### config.mk
export PLATFORM = sky130hd
export DESIGN_NAME = dffre_bist_seq
export DESIGN_NICKNAME = d
export VERILOG_FILES = /design/src/rtl/dffre_bist_pkg.sv /design/src/rtl/dffre_bist_lfsr.sv /design/src/rtl/dffre_bist_seq.sv
export SDC_FILE = /design/constraint.sdc
export NUM_CORES = 1
export LEC_CHECK = 0
export ABC_AREA = 1
export ABC_CLOCK_PERIOD_IN_PS = 2400
export BUFFER_PORTS_ARGS = -buffer_cell sky130_fd_sc_hd__buf_2
export CORE_MARGIN = 1.5
export CORE_UTILIZATION = 55
export DETAILED_ROUTE_END_ITERATION = 16
export GPL_TIMING_DRIVEN = 0
export PLACE_DENSITY = 0.78
export SKIP_CTS_REPAIR_TIMING = 1
export SLEW_MARGIN = 5
export SYNTH_ARGS = -nofsm -noshare
export SYNTH_HDL_FRONTEND = slang
export SYNTH_HIERARCHICAL = 1
export SYNTH_SLANG_ARGS = --single-unit
### constraint.sdc
create_clock -name clk -period 2.4 [get_ports clk]
set_input_delay 0.24 -clock clk [delete_from_list [all_inputs] [get_ports clk]]
set_output_delay 0.24 -clock clk [all_outputs]
set_load 0.1 [all_outputs]
### src/rtl/dffre_bist_pkg.sv
`default_nettype none
// ============================================================================
//  Module      : dffre_bist_pkg
//  Description : Shared constants for the enable/reset DFF equivalence
//                sequencer: FSM state encoding, the directed stimulus table
//                and the Galois LFSR tap mask with its step function.
//  Revision    : 1.0 - initial release
// ============================================================================
package dffre_bist_pkg;

    // FSM state encoding
    typedef logic [2:0] state_t;
    localparam state_t c_ST_IDLE    = 3'd0;
    localparam state_t c_ST_DRIVE   = 3'd1;
    localparam state_t c_ST_SETTLE  = 3'd2;
    localparam state_t c_ST_COMPARE = 3'd3;
    localparam state_t c_ST_DRAIN   = 3'd4;
    localparam state_t c_ST_DONE    = 3'd5;

    // Directed phase: each entry is {reset, enable, d}; entry 0 is rightmost.
    localparam int c_DIR_STEPS = 6;
    localparam logic [c_DIR_STEPS-1:0][2:0] c_DIR_VEC = {
        3'b011,   // step 5
        3'b001,   // step 4
        3'b010,   // step 3
        3'b011,   // step 2
        3'b001,   // step 1
        3'b101    // step 0
    };

    // x^16 + x^14 + x^13 + x^11 + 1, right-shifting Galois form
    localparam logic [15:0] c_LFSR_TAPS = 16'hB400;

    function automatic logic [15:0] lfsr_next(input logic [15:0] s);
        return {1'b0, s[15:1]} ^ (s[0] ? c_LFSR_TAPS : 16'h0000);
    endfunction

endpackage
`default_nettype wire

### src/rtl/dffre_bist_lfsr.sv
`default_nettype none
// ============================================================================
//  Module      : dffre_bist_lfsr
//  Description : 16-bit Galois LFSR with synchronous load and advance enables.
//                Load has priority over advance.
//  Ports       : clk     - rising-edge clock
//                rst     - asynchronous active-high reset (state <= SEED)
//                i_load  - reload SEED
//                i_adv   - step the register once
//                o_bit   - current LSB (random data bit)
//  Revision    : 1.0 - initial release
// ============================================================================
module dffre_bist_lfsr
    import dffre_bist_pkg::*;
#(
    parameter logic [15:0] SEED = 16'hACE1
) (
    input  logic clk,
    input  logic rst,
    input  logic i_load,
    input  logic i_adv,
    output logic o_bit
);

    logic [15:0] r_state;

    always_ff @(posedge clk or posedge rst) begin
        if (rst) begin
            r_state <= SEED;
        end else if (i_load) begin
            r_state <= SEED;
        end else if (i_adv) begin
            r_state <= lfsr_next(r_state);
        end
    end

    assign o_bit = r_state[0];

endmodule
`default_nettype wire

### src/rtl/dffre_bist_seq.sv
`default_nettype none
// ============================================================================
//  Module      : dffre_bist_seq
//  Description : Stimulus-and-check sequencer for a golden / netlist DFF pair.
//                Drives reset, enable and data to both DUTs (directed steps
//                then LFSR random steps), samples both Q outputs once per
//                step and keeps a saturating mismatch count.
//  Ports       : clk               - rising-edge clock
//                i_Reset           - asynchronous active-high reset
//                i_Start           - start pulse, honoured in IDLE/DONE only
//                i_Q_Golden        - golden DFF output
//                i_Q_Netlist       - netlist DFF output
//                o_Dut_Reset/Enable/D - stimulus to both DUTs
//                o_Busy            - run in progress (DRIVE .. DRAIN)
//                o_Done            - run finished (level)
//                o_Pass            - no mismatches, valid with o_Done
//                o_Mismatch_Count  - saturating compare-failure count
//  Revision    : 1.0 - initial release
// ============================================================================
module dffre_bist_seq
    import dffre_bist_pkg::*;
#(
    parameter int          N_RANDOM      = 1000,
    parameter int          SETTLE_CYCLES = 2,      // >= 1
    parameter int          DRAIN_CYCLES  = 5,      // >= 1
    parameter int          CNT_W         = 16,
    parameter logic [15:0] LFSR_SEED     = 16'hACE1 // non-zero
) (
    input  logic             clk,
    input  logic             i_Reset,
    input  logic             i_Start,
    input  logic             i_Q_Golden,
    input  logic             i_Q_Netlist,
    output logic             o_Dut_Reset,
    output logic             o_Dut_Enable,
    output logic             o_Dut_D,
    output logic             o_Busy,
    output logic             o_Done,
    output logic             o_Pass,
    output logic [CNT_W-1:0] o_Mismatch_Count
);

    localparam int c_LAST_STEP = c_DIR_STEPS + N_RANDOM - 1;
    localparam int c_STEP_W    = $clog2(c_LAST_STEP + 1);
    localparam int c_TMR_MAX   = (SETTLE_CYCLES > DRAIN_CYCLES) ? SETTLE_CYCLES : DRAIN_CYCLES;
    localparam int c_TMR_W     = $clog2(c_TMR_MAX + 1);

    state_t              r_state;
    logic [c_STEP_W-1:0] r_step;
    logic [c_TMR_W-1:0]  r_timer;
    logic [CNT_W-1:0]    r_count;
    logic [2:0]          r_stim;      // {reset, enable, d}
    logic                r_busy;
    logic                r_done;
    logic                r_pass;

    logic                w_start_ok;
    logic                w_last;
    logic [c_STEP_W-1:0] w_step_nxt;
    logic                w_nxt_directed;
    logic [2:0]          w_next_stim;
    logic                w_lfsr_bit;
    logic                w_lfsr_adv;
    logic                w_mis;

    always_comb begin
        w_start_ok     = i_Start && ((r_state == c_ST_IDLE) || (r_state == c_ST_DONE));
        w_last         = (r_step == c_STEP_W'(c_LAST_STEP));
        w_step_nxt     = r_step + 1'b1;
        w_nxt_directed = (w_step_nxt < c_STEP_W'(c_DIR_STEPS));
        w_next_stim    = w_nxt_directed ? c_DIR_VEC[w_step_nxt[2:0]] : {1'b0, 1'b1, w_lfsr_bit};
        // The LFSR steps on the same edge that consumes its bit for a random step.
        w_lfsr_adv     = (r_state == c_ST_COMPARE) && !w_last && !w_nxt_directed;
        w_mis          = i_Q_Golden ^ i_Q_Netlist;
    end

    dffre_bist_lfsr #(
        .SEED (LFSR_SEED)
    ) u_lfsr (
        .clk    (clk),
        .rst    (i_Reset),
        .i_load (w_start_ok),
        .i_adv  (w_lfsr_adv),
        .o_bit  (w_lfsr_bit)
    );

    // Stimulus is registered on the edge that enters DRIVE, so the DUTs see it
    // for the whole DRIVE cycle and capture it on the DRIVE->next edge.
    always_ff @(posedge clk or posedge i_Reset) begin
        if (i_Reset) begin
            r_state <= c_ST_IDLE;
            r_step  <= '0;
            r_timer <= '0;
            r_count <= '0;
            r_stim  <= 3'b000;
            r_busy  <= 1'b0;
            r_done  <= 1'b0;
            r_pass  <= 1'b0;
        end else begin
            case (r_state)
                c_ST_IDLE, c_ST_DONE: begin
                    if (i_Start) begin
                        r_state <= c_ST_DRIVE;
                        r_step  <= '0;
                        r_timer <= '0;
                        r_count <= '0;
                        r_stim  <= c_DIR_VEC[0];
                        r_busy  <= 1'b1;
                        r_done  <= 1'b0;
                        r_pass  <= 1'b0;
                    end
                end
                c_ST_DRIVE: begin
                    r_timer <= '0;
                    r_state <= (SETTLE_CYCLES > 1) ? c_ST_SETTLE : c_ST_COMPARE;
                end
                c_ST_SETTLE: begin
                    if (r_timer == c_TMR_W'(SETTLE_CYCLES - 2)) begin
                        r_state <= c_ST_COMPARE;
                    end else begin
                        r_timer <= r_timer + 1'b1;
                    end
                end
                c_ST_COMPARE: begin
                    if (w_mis && (r_count != {CNT_W{1'b1}})) begin
                        r_count <= r_count + 1'b1;
                    end
                    if (w_last) begin
                        r_timer <= '0;
                        r_state <= c_ST_DRAIN;
                    end else begin
                        r_step  <= w_step_nxt;
                        r_stim  <= w_next_stim;
                        r_state <= c_ST_DRIVE;
                    end
                end
                c_ST_DRAIN: begin
                    if (r_timer == c_TMR_W'(DRAIN_CYCLES - 1)) begin
                        r_state <= c_ST_DONE;
                        r_busy  <= 1'b0;
                        r_done  <= 1'b1;
                        r_pass  <= (r_count == '0);
                    end else begin
                        r_timer <= r_timer + 1'b1;
                    end
                end
                default: r_state <= c_ST_IDLE;
            endcase
        end
    end

    assign o_Dut_Reset      = r_stim[2];
    assign o_Dut_Enable     = r_stim[1];
    assign o_Dut_D          = r_stim[0];
    assign o_Busy           = r_busy;
    assign o_Done           = r_done;
    assign o_Pass           = r_pass;
    assign o_Mismatch_Count = r_count;

endmodule
`default_nettype wire

==> Yosys cells after proc, flatten, opt, wreduce, memory -nomap -nowiden <==
Memory sizes are Yosys's and may differ from the RTL's.
Index checks and enable logic that the tools add are counted.
{ "word_totals": {"register_bits": 54, "romBits": 24, "inputBits": 5, "output_inout_bits": 22, "word_cells": 85, "mem_count": 1} }
{ "op_classes": {"addsub": 3, "order_cmp": 2, "n_eq_ne": 16, "mux": 32, "bitwise": 2, "reduce_logical": 20} }
{ "memory_table": {"columns": ["memory", "words", "width", "rd", "rd_ports_with_merged_regs", "write_ports", "line", "text"], "rows": [
  ["(no name shown)", 8, 3, 1, 0, 0, "dffre_bist_seq.sv:71", "w_next_stim = w_nxt_directed ? c_DIR_VEC[w_step_nxt[2:0]] : {1'b0, 1'b1, w_lfsr_bit};"]
]} }
{ "op_table": {"columns": ["operator", "n"], "rows": [
  ["2-to-1 mux 16 bit", 5],
  ["2-to-1 mux 3 bit", 12],
  ["case mux 16 bit (2 select lines)", 1],
  ["case mux 3 bit (5 select lines)", 2],
  ["2-to-1 mux 10 bit", 2],
  ["case mux 10 bit (2 select lines)", 1],
  ["adder 16 x 1 -> 16 bit, second input constant", 1],
  ["zero test 16 bit", 1],
  ["!= test 16 bit, second input constant", 1],
  ["XOR 15 x 16 -> 16 bit", 1],
  ["!= test 2 bit, second input constant", 7],
  ["AND reduction 3 bit", 4],
  ["adder 10 x 1 -> 10 bit, second input constant", 1],
  ["equality test 10 bit, second input constant", 1],
  ["less-than comparator 10 x 3 -> 1 bit, second input constant", 1],
  ["equality test 3 bit, second input constant", 3],
  ["equality test 3 x 2 -> 1 bit, second input constant", 2],
  ["zero test 3 bit", 2],
  ["case mux 1 bit (2 select lines)", 3],
  ["case mux 3 bit (2 select lines)", 1],
  ["nonzero test 2 bit", 3],
  ["2-to-1 mux 1 bit", 5],
  ["AND reduction 5 bit", 1],
  ["nonzero test 5 bit", 1],
  ["other kinds (9)", 13]
]} }

==> Logic depth before layout (Yosys ltp) <==
Gate-level depths: netlist of the first run.
{ "logic_depth": {"word_depth": 6, "mapped_depth": 14, "ltp_nobuf": 14} }

==> By module <==
The synthesis of the first run kept the hierarchy.
{ "by_module_without_submodules": {"columns": ["mod", "n_inst", "cells_per_inst", "area_each_um2", "seq_area_each_um2"], "rows": [
  ["dffre_bist_seq", 1, 333, 2476.1, 950.9],
  ["dffre_bist_lfsr", 1, 80, 721.9, 410.4]
]} }

==> Worst setup path before layout of the first run <==
Ideal clock, no wire load.
{ "synth_timing": {"path_type": "reg-to-reg", "start": "register r_count[0], in the netlist o_Mismatch_Count[0]", "end": "register r_count[3], in the netlist o_Mismatch_Count[3]", "setup_time_ns": 0.124, "arrival_time_ns": 2.294, "required_ns": 2.276, "slack_ns": -0.018, "path_stages_with_launch": 10, "n_path_buf": 1, "synth_period_minus_slack_ns": 2.418, "cell_sequence": "dfrtp_1 > ha_1 > nand3_2 > nor2_4 > nand4_2 > nand3_4 > nand2_4 > buf_6 > a21oi_1 > nor2_1"} }
{ "synth_via": {"elab_chain_cells": 4, "elab_cells_between_ends": 7, "classes_between": "add/sub: 1; eq/ne: 2; mux: 2; reduce/logical: 2"} }
{ "synth_lines": {"columns": ["element", "line", "text"], "rows": [
  ["start: declaration", "dffre_bist_seq.sv:51", "logic [CNT_W-1:0] r_count;"],
  ["start signal: assignment", "dffre_bist_seq.sv:126", "r_count <= r_count + 1'b1;"],
  ["parallel branches: the longest is 4 deep, another holds adder 16 x 1 -> 16 bit", null, null]
]} }
Parallel ways; which one is timed is not known. The select of a mux whose other input is x is not followed.
A chain may end at the register's enable or synchronous reset.

==> Final worst setup path of the first run <==
{ "layout_timing": {"start": "register r_step[0]", "end": "register u_lfsr.r_state[10]"} }
{ "layout_via": {"elab_chain_cells": 5, "elab_cells_between_ends": 8, "classes_between": "add/sub: 1; order compare: 1; eq/ne: 1; reduce/logical: 5"} }
{ "layout_lines": {"columns": ["element", "line", "text"], "rows": [
  ["start: declaration", "dffre_bist_seq.sv:49", "logic [c_STEP_W-1:0] r_step;"],
  ["start signal: assignment", "dffre_bist_seq.sv:132", "r_step <= w_step_nxt;"],
  ["adder 10 x 1 -> 10 bit or equality test 10 bit (tied branches)", "dffre_bist_seq.sv:69, dffre_bist_seq.sv:68", null],
  ["less-than comparator 10 x 3 -> 1 bit or zero test 1 bit (tied branches)", "dffre_bist_seq.sv:70, dffre_bist_seq.sv:73", null],
  ["zero test 1 bit or logical AND 1 bit (tied branches)", "dffre_bist_seq.sv:73", "w_lfsr_adv = (r_state == c_ST_COMPARE) && !w_last && !w_nxt_directed;"],
  ["logical AND 1 bit *", "dffre_bist_seq.sv:73", null],
  ["via w_lfsr_adv", "dffre_bist_seq.sv:63", "logic w_lfsr_adv;"],
  ["nonzero test 2 bit (no line) *", null, null],
  ["end signal: assignment", "dffre_bist_lfsr.sv:33", "r_state <= lfsr_next(r_state);"],
  ["end: declaration", "dffre_bist_lfsr.sv:25", "logic [15:0] r_state;"]
]} }
The timed path passes the listed nets; every way through them passes the cells marked *.

==> metrics.md, run 1 <==
| Metric | Value |
|---|---|
| CP arrival | `2410 ps` |
| Worst slew margin | `0.472` |
| CP Max Fanout | `9` |
| Final min period | `2150 ps` |
| Post-route cell area | `3540 µm²` |
| Die Area | `6280 µm²` |
| Port-buffer cells | `26` |
| Longest Clk Path Bufs | `2` |
| # IOs | `27` |
| H-tree levels | `2` |
| GP Congestion | `0.928` |
| Post-synthesis sequential area ratio | `0.426` |
| Half-perimeter wire length after placement | `4790 µm` |
| WL/cell | `12.8 µm` |
| Share of the synthesized area in the top cell type | `0.360` |
| Area grow syn2layout | `10.6%` |
| Post-route ant nets | `0` |
| Mapped Area | `3200 µm²` |
| Pwr Total | `4200 µW` |
| Synth top area cells | `dfrtp_1 36%, nand2_1 15%, dfstp_2 6.6%` |
| Via count | `2743` |
| Failing checks | `hold timing` |
| Placed Instance Area | `3420 µm²` |
| Peak VDD IR | `0.597 mV` |
| Die W | `79.3 µm` |
| WS Path Type | `reg -> reg` |
| Ys async rst share | `1.00` |
| Area leader, netlist | `dfrtp_1` |
| CP Data Required Time | `2660 ps` |
| Hold Fails Final Rpt | `8` |
| Site Rows | `27` |
| Final non-filler cell total | `519` |
| Pin count of the biggest net entering global routing | `39` |
| CTS tree | `yes` |
| RSZ-0062 raised after global routing | `false` |
| Crit path capture type | `register` |
| First-pass detailed-route iteration total | `4` |
| Crit share post-route | `0.895` |
| Layout cells sized above 1 | `0.174` |
| Vias per cell | `5.29` |
| Vias in the first global route | `2509` |
| Max Slew Vio Count | `0` |
| Clock Skew | `4.98 ps` |
| Gate Count Post-Synth | `413` |
| Seq cells post-synth | `54` |
| Worst-margin pin slew | `791 ps` |
| Leading cell types in the layout, fill and taps excluded | `127 x nand2_1, 46 x inv_1, 44 x dfrtp_1, 39 x nand3_1, 29 x nor2_1` |
| PwrDens | `1190 nW/µm²` |
| Status | `finished, violations left` |
| Iter 0 DRT Violations | `107` |
| Clock insertion delay at the later pin of the skew report | `310 ps` |
| Most common cell after layout, fill and taps aside | `nand2_1` |
| Residual DRC | `0` |
| Placed Cells | `511` |
| Reg clk slew, reported paths | `110 ps` |
| Core footprint | `5570 µm²` |
| Clk root buf | `clkbuf_8` |
| Initial antenna violation count | `0` |
| Yosys warns | `6` |
| Total GRT Usage | `0.227` |
| CTS Buf Count | `5` |
| Overflow after GRT | `0` |
| TNS Setup | `0 ps` |
| Ant. Diodes | `0` |
| Starting Density | `0.574` |
| Syn Nets | `426` |
| Worst Hold Slack | `-11.3 ps` |
| Yosys cell types | `34` |
| Leakage | `0.00183 µW` |
| Number of max-cap violations | `0` |
| Hold WC Path Type | `in -> async` |
| Vert. Die Dim | `79.3 µm` |
| Main synth FF type | `dfrtp_1` |
| EDFF count, synth | `0` |
| CTS sink count | `54` |
| Final setup fails | `0` |
| Worst setup SP type | `register` |
| First-pass GRT wire length | `11400 µm` |
| WL final | `6620 µm` |
| Fmax achieved | `465 MHz` |
| Final net count | `459` |
| Avg Inst Size Synth | `7.74 µm²` |
## stage by stage
stage,worst slack (ps),utilization,hold slack (ps)
6_report,252,0.635,-11.3
5_1_grt,20.7,0.635,46.1
4_1_cts,219,0.634,6.71
3_5_place_dp,239,0.613,353
3_3_place_gp,276,0.613,339
2_1_floorplan,5.08,-,148
## final timing paths
| kind | startpoint | end | slack, ps | cells past startpoint |
|---|---|---|---|---|
| max in group asynchronous | i_Reset | r_step[0]$_DFFE_PP0P_ | 1780 | 2 |
| max | r_step[0]$_DFFE_PP0P_ | u_lfsr/r_state[10]$_DFFE_PP1P_ | 250 | 13 |
| min | i_Reset | u_lfsr/r_state[4]$_DFFE_PP0P_ | -10 | 2 |
| min reg2reg | u_lfsr/r_state[5]$_DFFE_PP1P_ | u_lfsr/r_state[5]$_DFFE_PP1P_ | 470 | 2 |
| max reg2reg | r_step[0]$_DFFE_PP0P_ | u_lfsr/r_state[10]$_DFFE_PP1P_ | 250 | 13 |
| min in group clk | i_Q_Golden | o_Mismatch_Count[2]$_DFFE_PP0P_ | 300 | 4 |
## worst max-delay path, cell delays in order (launching register included)
cell     delay [ps]
dfrtp_2         480
ha_1            280
nand2_4         110
inv_1            50
nor2_1          180
nand2_1          70
nand3_1         100
nor2_2           60
a21oi_2         260
inv_2           140
nor2_8          170
nand3_2          70
nand2_1          60
inv_1            30
## cell usage after synthesis (3+ instances only)
cell type	n
a21oi_1	14
buf_6	5
dfrtp_1	46
dfstp_2	8
ha_1	8
inv_1	47
nand2_1	127
nand2_2	3
nand3_1	39
nand3_2	4
nand4_1	11
nor2_1	29
nor2_4	3
nor3_1	4
nor4_1	3
o21ai_0	16
o21ai_1	8
o22ai_1	7
xor2_1	10
## per-layer routing
metal | track usage | up-vias | wire length [µm]
met1 | 0.316 | 1290 | 3230
li1 | - | 1406 | -
met5 | 0 | - | 0
met4 | 0.0491 | 0 | 53
met2 | 0.376 | 41 | 3130
met3 | 0.0356 | 6 | 204
## final cells by class
| class | instances | area (µm²) |
|---|---|---|
| well taps | 72 | 90.1 |
| fillers | 494 | 2040 |
| clock inverters | 3 | 47.5 |
| repair buffers | 26 | 130 |
| plain buffers | 8 | 72.6 |
| clock buffers | 5 | 68.8 |
| flip-flops and latches | 54 | 1360 |
| multi-input cells | 302 | 1580 |
| inverters | 49 | 184 |
## report_power, final
group / switching [µW] / internal [µW]
clock: 326 / 317
sequential: 235 / 1220
combinational: 1470 / 637
total: 2030 / 2170
## kinds of logic after synthesis
family                     count (synthesis)  synth area share
DFF                                       54             0.426
and+or+nand+nor                          236             0.355
AOI/OAI and AO/OA                         48            0.0806
adders and majority gates                  8            0.0313
xor gates and xnor gates                  10            0.0274
buffers and inverters                     57            0.0802
## flip-flops by register name, summed over array words and instances, names as in the netlist
register          flops
o_Pass                1
u_lfsr/r_state       16
r_state               3
r_stim                3
o_Busy                1
r_timer               3
o_Mismatch_Count     16
o_Done                1
r_step               10
No activity file was read; power rests on OpenSTA's default activity.
==> inputs of run 2 (changes only) <==
Settings changed: CORE_UTILIZATION 55 to 23, PLACE_DENSITY 0.78 to 0.42.
==> metrics.md, run 2 (synthesis results as in run 1) <==
| Metric | Value |
|---|---|
| Clk root buf | `clkbuf_16` |
| Clock insertion delay at the later pin of the skew report | `300 ps` |
| Hold Fails Final Rpt | `0` |
| Residual DRC | `0` |
| Pin count of the biggest net entering global routing | `32` |
| CTS sink count | `54` |
| Vias in the first global route | `2816` |
| Status | `finished, final reports clean` |
| # IOs | `27` |
| Core footprint | `13400 µm²` |
| CTS tree | `yes` |
| Crit share post-route | `0.910` |
| Site Rows | `42` |
| Peak VDD IR | `0.399 mV` |
| HP Start | `i_Q_Golden` |
| First-pass GRT wire length | `13600 µm` |
| WS Path Type | `reg -> reg` |
| Die W | `121 µm` |
| Slowest Stage Delay on Critical Path | `540 ps` |
| WL/cell | `12.9 µm` |
| Hold WC Path Type | `in -> reg` |
| Reg clk slew, reported paths | `70 ps` |
| Vert. Die Dim | `121 µm` |
| GP Congestion | `0.843` |
| Critical R2R Launch | `r_state[2]$_DFFE_PP0P_` |
| Layout cells sized above 1 | `0.174` |
| Area grow syn2layout | `17.1%` |
| Final net count | `461` |
| Fmax achieved | `458 MHz` |
| Port-buffer cells | `26` |
| PwrDens | `1190 nW/µm²` |
| CTS Buf Count | `5` |
| Half-perimeter wire length after placement | `5860 µm` |
| H-tree levels | `2` |
| Crit path capture type | `register` |
| Starting Density | `0.239` |
| Leakage | `0.00187 µW` |
| Worst setup SP type | `register` |
| Vias per cell | `4.44` |
| Critical-path top delay cell | `buf_1` |
| Filler cells | `1476` |
| Place WS | `194 ps` |
| TNS Setup | `0 ps` |
| Worst slew margin | `0.561` |
| Flop2flop setup slack | `220 ps` |
| Min-Delay Path Depth | `4` |
| CP arrival | `2420 ps` |
| Ant. Diodes | `0` |
| First-pass detailed-route iteration total | `4` |
| Worst-margin pin slew | `659 ps` |
| RSZ-0062 raised after global routing | `false` |
| Via count | `2772` |
| WL final | `8050 µm` |
| Longest Clk Path Bufs | `2` |
| Crit-path cells | `nor2_1, a21oi_2, nand2_2, buf_1, inv_1, buf_6, nor2_8, nand3_1, nand2_1` |
| Worst r2r dst | `u_lfsr/r_state[12]$_DFFE_PP0P_` |
| Hold Path End | `o_Mismatch_Count[2]$_DFFE_PP0P_` |
| Leading cell types in the layout, fill and taps excluded | `127 x nand2_1, 46 x inv_1, 45 x dfrtp_1, 39 x nand3_1, 29 x nor2_1` |
| Final min period | `2180 ps` |
| Final setup fails | `0` |
| Post-route ant nets | `0` |
| CP Data Required Time | `2640 ps` |
| CP Max Fanout | `10` |
| Total GRT Usage | `0.117` |
| Most common cell after layout, fill and taps aside | `nand2_1` |
| Clock Skew | `7.75 ps` |
| Iter 0 DRT Violations | `125` |
| Core Util, Final | `0.279` |
| Initial antenna violation count | `0` |
| Die Area | `14600 µm²` |
| Max Slew Vio Count | `0` |
| Register-to-Register Path Depth | `9` |
| Overflow after GRT | `0` |
| Number of max-cap violations | `0` |
| Post-route worst setup slack | `216 ps` |
[run 2: metal layers]
| metal | global-route usage | up-vias | routed length (µm) |
|---|---|---|---|
| met2 | 0.193 | 32 | 3820 |
| li1 | - | 1411 | - |
| met5 | 0 | - | 0 |
| met1 | 0.153 | 1318 | 3900 |
| met4 | 0.0507 | 0 | 165 |
| met3 | 0.0179 | 11 | 155 |
[run 2: critical path, delay by kind of cell (launching register included)]
family,cells,cell delay (ps)
buffers and inverters,3,850
AND/OR/NAND/NOR,5,730
AO/OA/AOI/OAI,1,70
flip-flops,1,480
[run 2: where the power goes]
| part | switching (µW) | leakage [µW] | internal (µW) |
|---|---|---|---|
| Combinational | 1510 | 0.00109 | 643 |
| Sequential | 246 | 0.000701 | 1220 |
| Clock | 341 | 0.0000836 | 489 |
[run 2: how the worst max path moves through the flow]
stage / startpoint / endpoint / slack, ps / cells after the start
after floorplan: o_Mismatch_Count[1]$_DFFE_PP0P_ / o_Mismatch_Count[3]$_DFFE_PP0P_ / 5 / 9
after CTS: r_state[2]$_DFFE_PP0P_ / u_lfsr/r_state[12]$_DFFE_PP0P_ / 180 / 9
after detailed placement: r_state[2]$_DFFE_PP0P_ / u_lfsr/r_state[12]$_DFFE_PP0P_ / 190 / 9
after global routing: r_step[0]$_DFFE_PP0P_ / u_lfsr/r_state[10]$_DFFE_PP1P_ / 7 / 13
after global placement: r_state[2]$_DFFE_PP0P_ / u_lfsr/r_state[12]$_DFFE_PP0P_ / 210 / 9
final: r_state[2]$_DFFE_PP0P_ / u_lfsr/r_state[12]$_DFFE_PP0P_ / 220 / 9
[run 2: area by class of cell]
| type | instances | area (µm²) | area share |
|---|---|---|---|
| well taps | 176 | 220 | 0.0588 |
| clock inverters | 3 | 40.0 | 0.0107 |
| multi-input cells | 302 | 1580 | 0.422 |
| inverters | 49 | 184 | 0.0491 |
| flip-flops and latches | 54 | 1360 | 0.364 |
| plain buffers | 8 | 72.6 | 0.0194 |
| repair buffers | 28 | 160 | 0.0428 |
| clock buffers | 5 | 125 | 0.0334 |
[run 2: stage by stage]
step           total power, µW  hold WS, ps  std cells  cell area (µm²)
5_1_grt                   4810          391        625             3740
3_5_place_dp              3650          184        616             3570
4_1_cts                   4510         -136        624             3730
2_1_floorplan             3140          148        413             3200
3_3_place_gp              3630          359        615             3550
6_report                  4440          344        625             3740
==> inputs of run 3 (changes only) <==
Settings changed: GPL_TIMING_DRIVEN 0 to unset, SETUP_SLACK_MARGIN set to 0.3, SLEW_MARGIN 5 to unset.
==> metrics.md, run 3 (synthesis results as in run 1) <==
| Metric | Value |
|---|---|
| Longest Clk Path Bufs | `2` |
| Number of max-cap violations | `0` |
| Leakage | `0.00184 µW` |
| Via count | `2722` |
| Port-buffer cells | `26` |
| CTS Buf Count | `5` |
| PwrDens | `1180 nW/µm²` |
| TNS Setup | `0 ps` |
| CTS tree | `yes` |
| CP Data Required Time | `2630 ps` |
| Iter 0 DRT Violations | `115` |
| Worst-margin pin slew | `604 ps` |
| Hold Fails Final Rpt | `0` |
| CP Max Fanout | `9` |
| WS Path Type | `reg -> reg` |
| WL/cell | `12.5 µm` |
| Crit share post-route | `0.804` |
| Die Area | `14600 µm²` |
| Core footprint | `13400 µm²` |
| Pwr Total | `4420 µW` |
| Vias per cell | `4.37` |
| Most common cell after layout, fill and taps aside | `nand2_1` |
| Half-perimeter wire length after placement | `5780 µm` |
| Worst setup SP type | `register` |
| Hold WC Path Type | `in -> async` |
| Worst slew margin | `0.597` |
| Overflow after GRT | `0` |
| Worst Hold Slack | `18.4 ps` |
| Placed Instance Area | `3530 µm²` |
| Post-route cell area | `3730 µm²` |
| Fmax achieved | `518 MHz` |
| CTS sink count | `54` |
| Ant. Diodes | `0` |
| WL final | `7790 µm` |
| Final min period | `1930 ps` |
| Clock Skew | `9.20 ps` |
| Vias in the first global route | `2638` |
| GP Congestion | `0.799` |
| First-pass detailed-route iteration total | `4` |
| Status | `finished, final reports clean` |
| Crit path capture type | `register` |
| Peak VDD IR | `0.370 mV` |
| CP arrival | `2160 ps` |
| Clock insertion delay at the later pin of the skew report | `290 ps` |
| H-tree levels | `2` |
| Critical R2R Launch | `r_step[0]$_DFFE_PP0P_` |
| First-pass GRT wire length | `13100 µm` |
| Layout cells sized above 1 | `0.201` |
| Clk root buf | `clkbuf_16` |
| Area grow syn2layout | `16.7%` |
| # IOs | `27` |
| Die W | `121 µm` |
| Final net count | `459` |
| Flop2flop setup slack | `470 ps` |
| Final setup fails | `0` |
| Starting Density | `0.239` |
| Leading cell types in the layout, fill and taps excluded | `127 x nand2_1, 46 x inv_1, 39 x nand3_1, 34 x dfrtp_1, 28 x nor2_1` |
| Site Rows | `42` |
| Reg clk slew, reported paths | `80 ps` |
| Max Slew Vio Count | `0` |
| Total GRT Usage | `0.112` |
| Vert. Die Dim | `121 µm` |
| Residual DRC | `0` |
| Pin count of the biggest net entering global routing | `39` |
| RSZ-0062 raised after global routing | `false` |
| Crit path launch | `r_step[0]$_DFFE_PP0P_` |
| Post-route ant nets | `0` |
| Initial antenna violation count | `0` |
==> run 3: cell types whose count changed in the layout (fill, tap and decap cells not counted), moves of 2 or more <==
cell	before	now
dfrtp_1	45	34
buf_6	5	1
buf_4	1	7
dfrtp_2	1	12
clkinv_2	2	0
==> run 3: layer usage <==
metal / global-route usage / part of all wire / up-vias
li1: - / - / 1408
met1: 0.159 / 0.51 / 1281
met2: 0.176 / 0.46 / 29
met3: 0.0193 / 0.021 / 4
met4: 0.0309 / 0.0095 / 0
met5: 0 / 0 / -
==> run 3: critical path, stage by stage (launching register included) <==
cell	delay, ps
dfrtp_2	410
buf_4	130
nand3_2	120
nor2_4	150
xor2_1	280
nor2_2	110
a21oi_2	190
inv_2	120
nor2_8	160
nand3_2	80
nand2_1	60
inv_1	40
==> run 3: cell type report <==
class	instances	area, µm²
repair buffers	34	194
fillers	1480	9670
well taps	176	220
flip-flops and latches	54	1380
multi-input cells	302	1590
clock inverters	3	47.5
inverters	49	184
clock buffers	5	125
==> run 3: path summary, 6_finish.rpt <==
| check | end | cells past startpoint |
|---|---|---|
| max in group asynchronous | r_step[0]$_DFFE_PP0P_ | 3 |
| worst max-delay path | u_lfsr/r_state[10]$_DFFE_PP1P_ | 11 |
| worst min-delay path | u_lfsr/r_state[4]$_DFFE_PP0P_ | 2 |
| min in group clk | r_stim[1]$_DFFE_PP0P_ | 4 |
| worst max register to register | u_lfsr/r_state[10]$_DFFE_PP1P_ | 11 |
| worst min register to register | u_lfsr/r_state[15]$_DFFE_PP1P_ | 2 |
==> run 3: power by group <==
part	switching (µW)	internal, µW	total, µW	leakage [µW]
clock	346	499	845	0.0000844
sequential	237	1220	1460	0.000684
combinational	1490	625	2110	0.00107
total	2070	2350	4420	0.00184
==> run 3: through the flow <==
step	instances	worst slack, ps	util
after floorplan	413	311	-
after CTS	621	337	0.276
final	623	470	0.279
after global placement	613	341	0.264
after detailed placement	613	346	0.264
after global routing	623	313	0.279
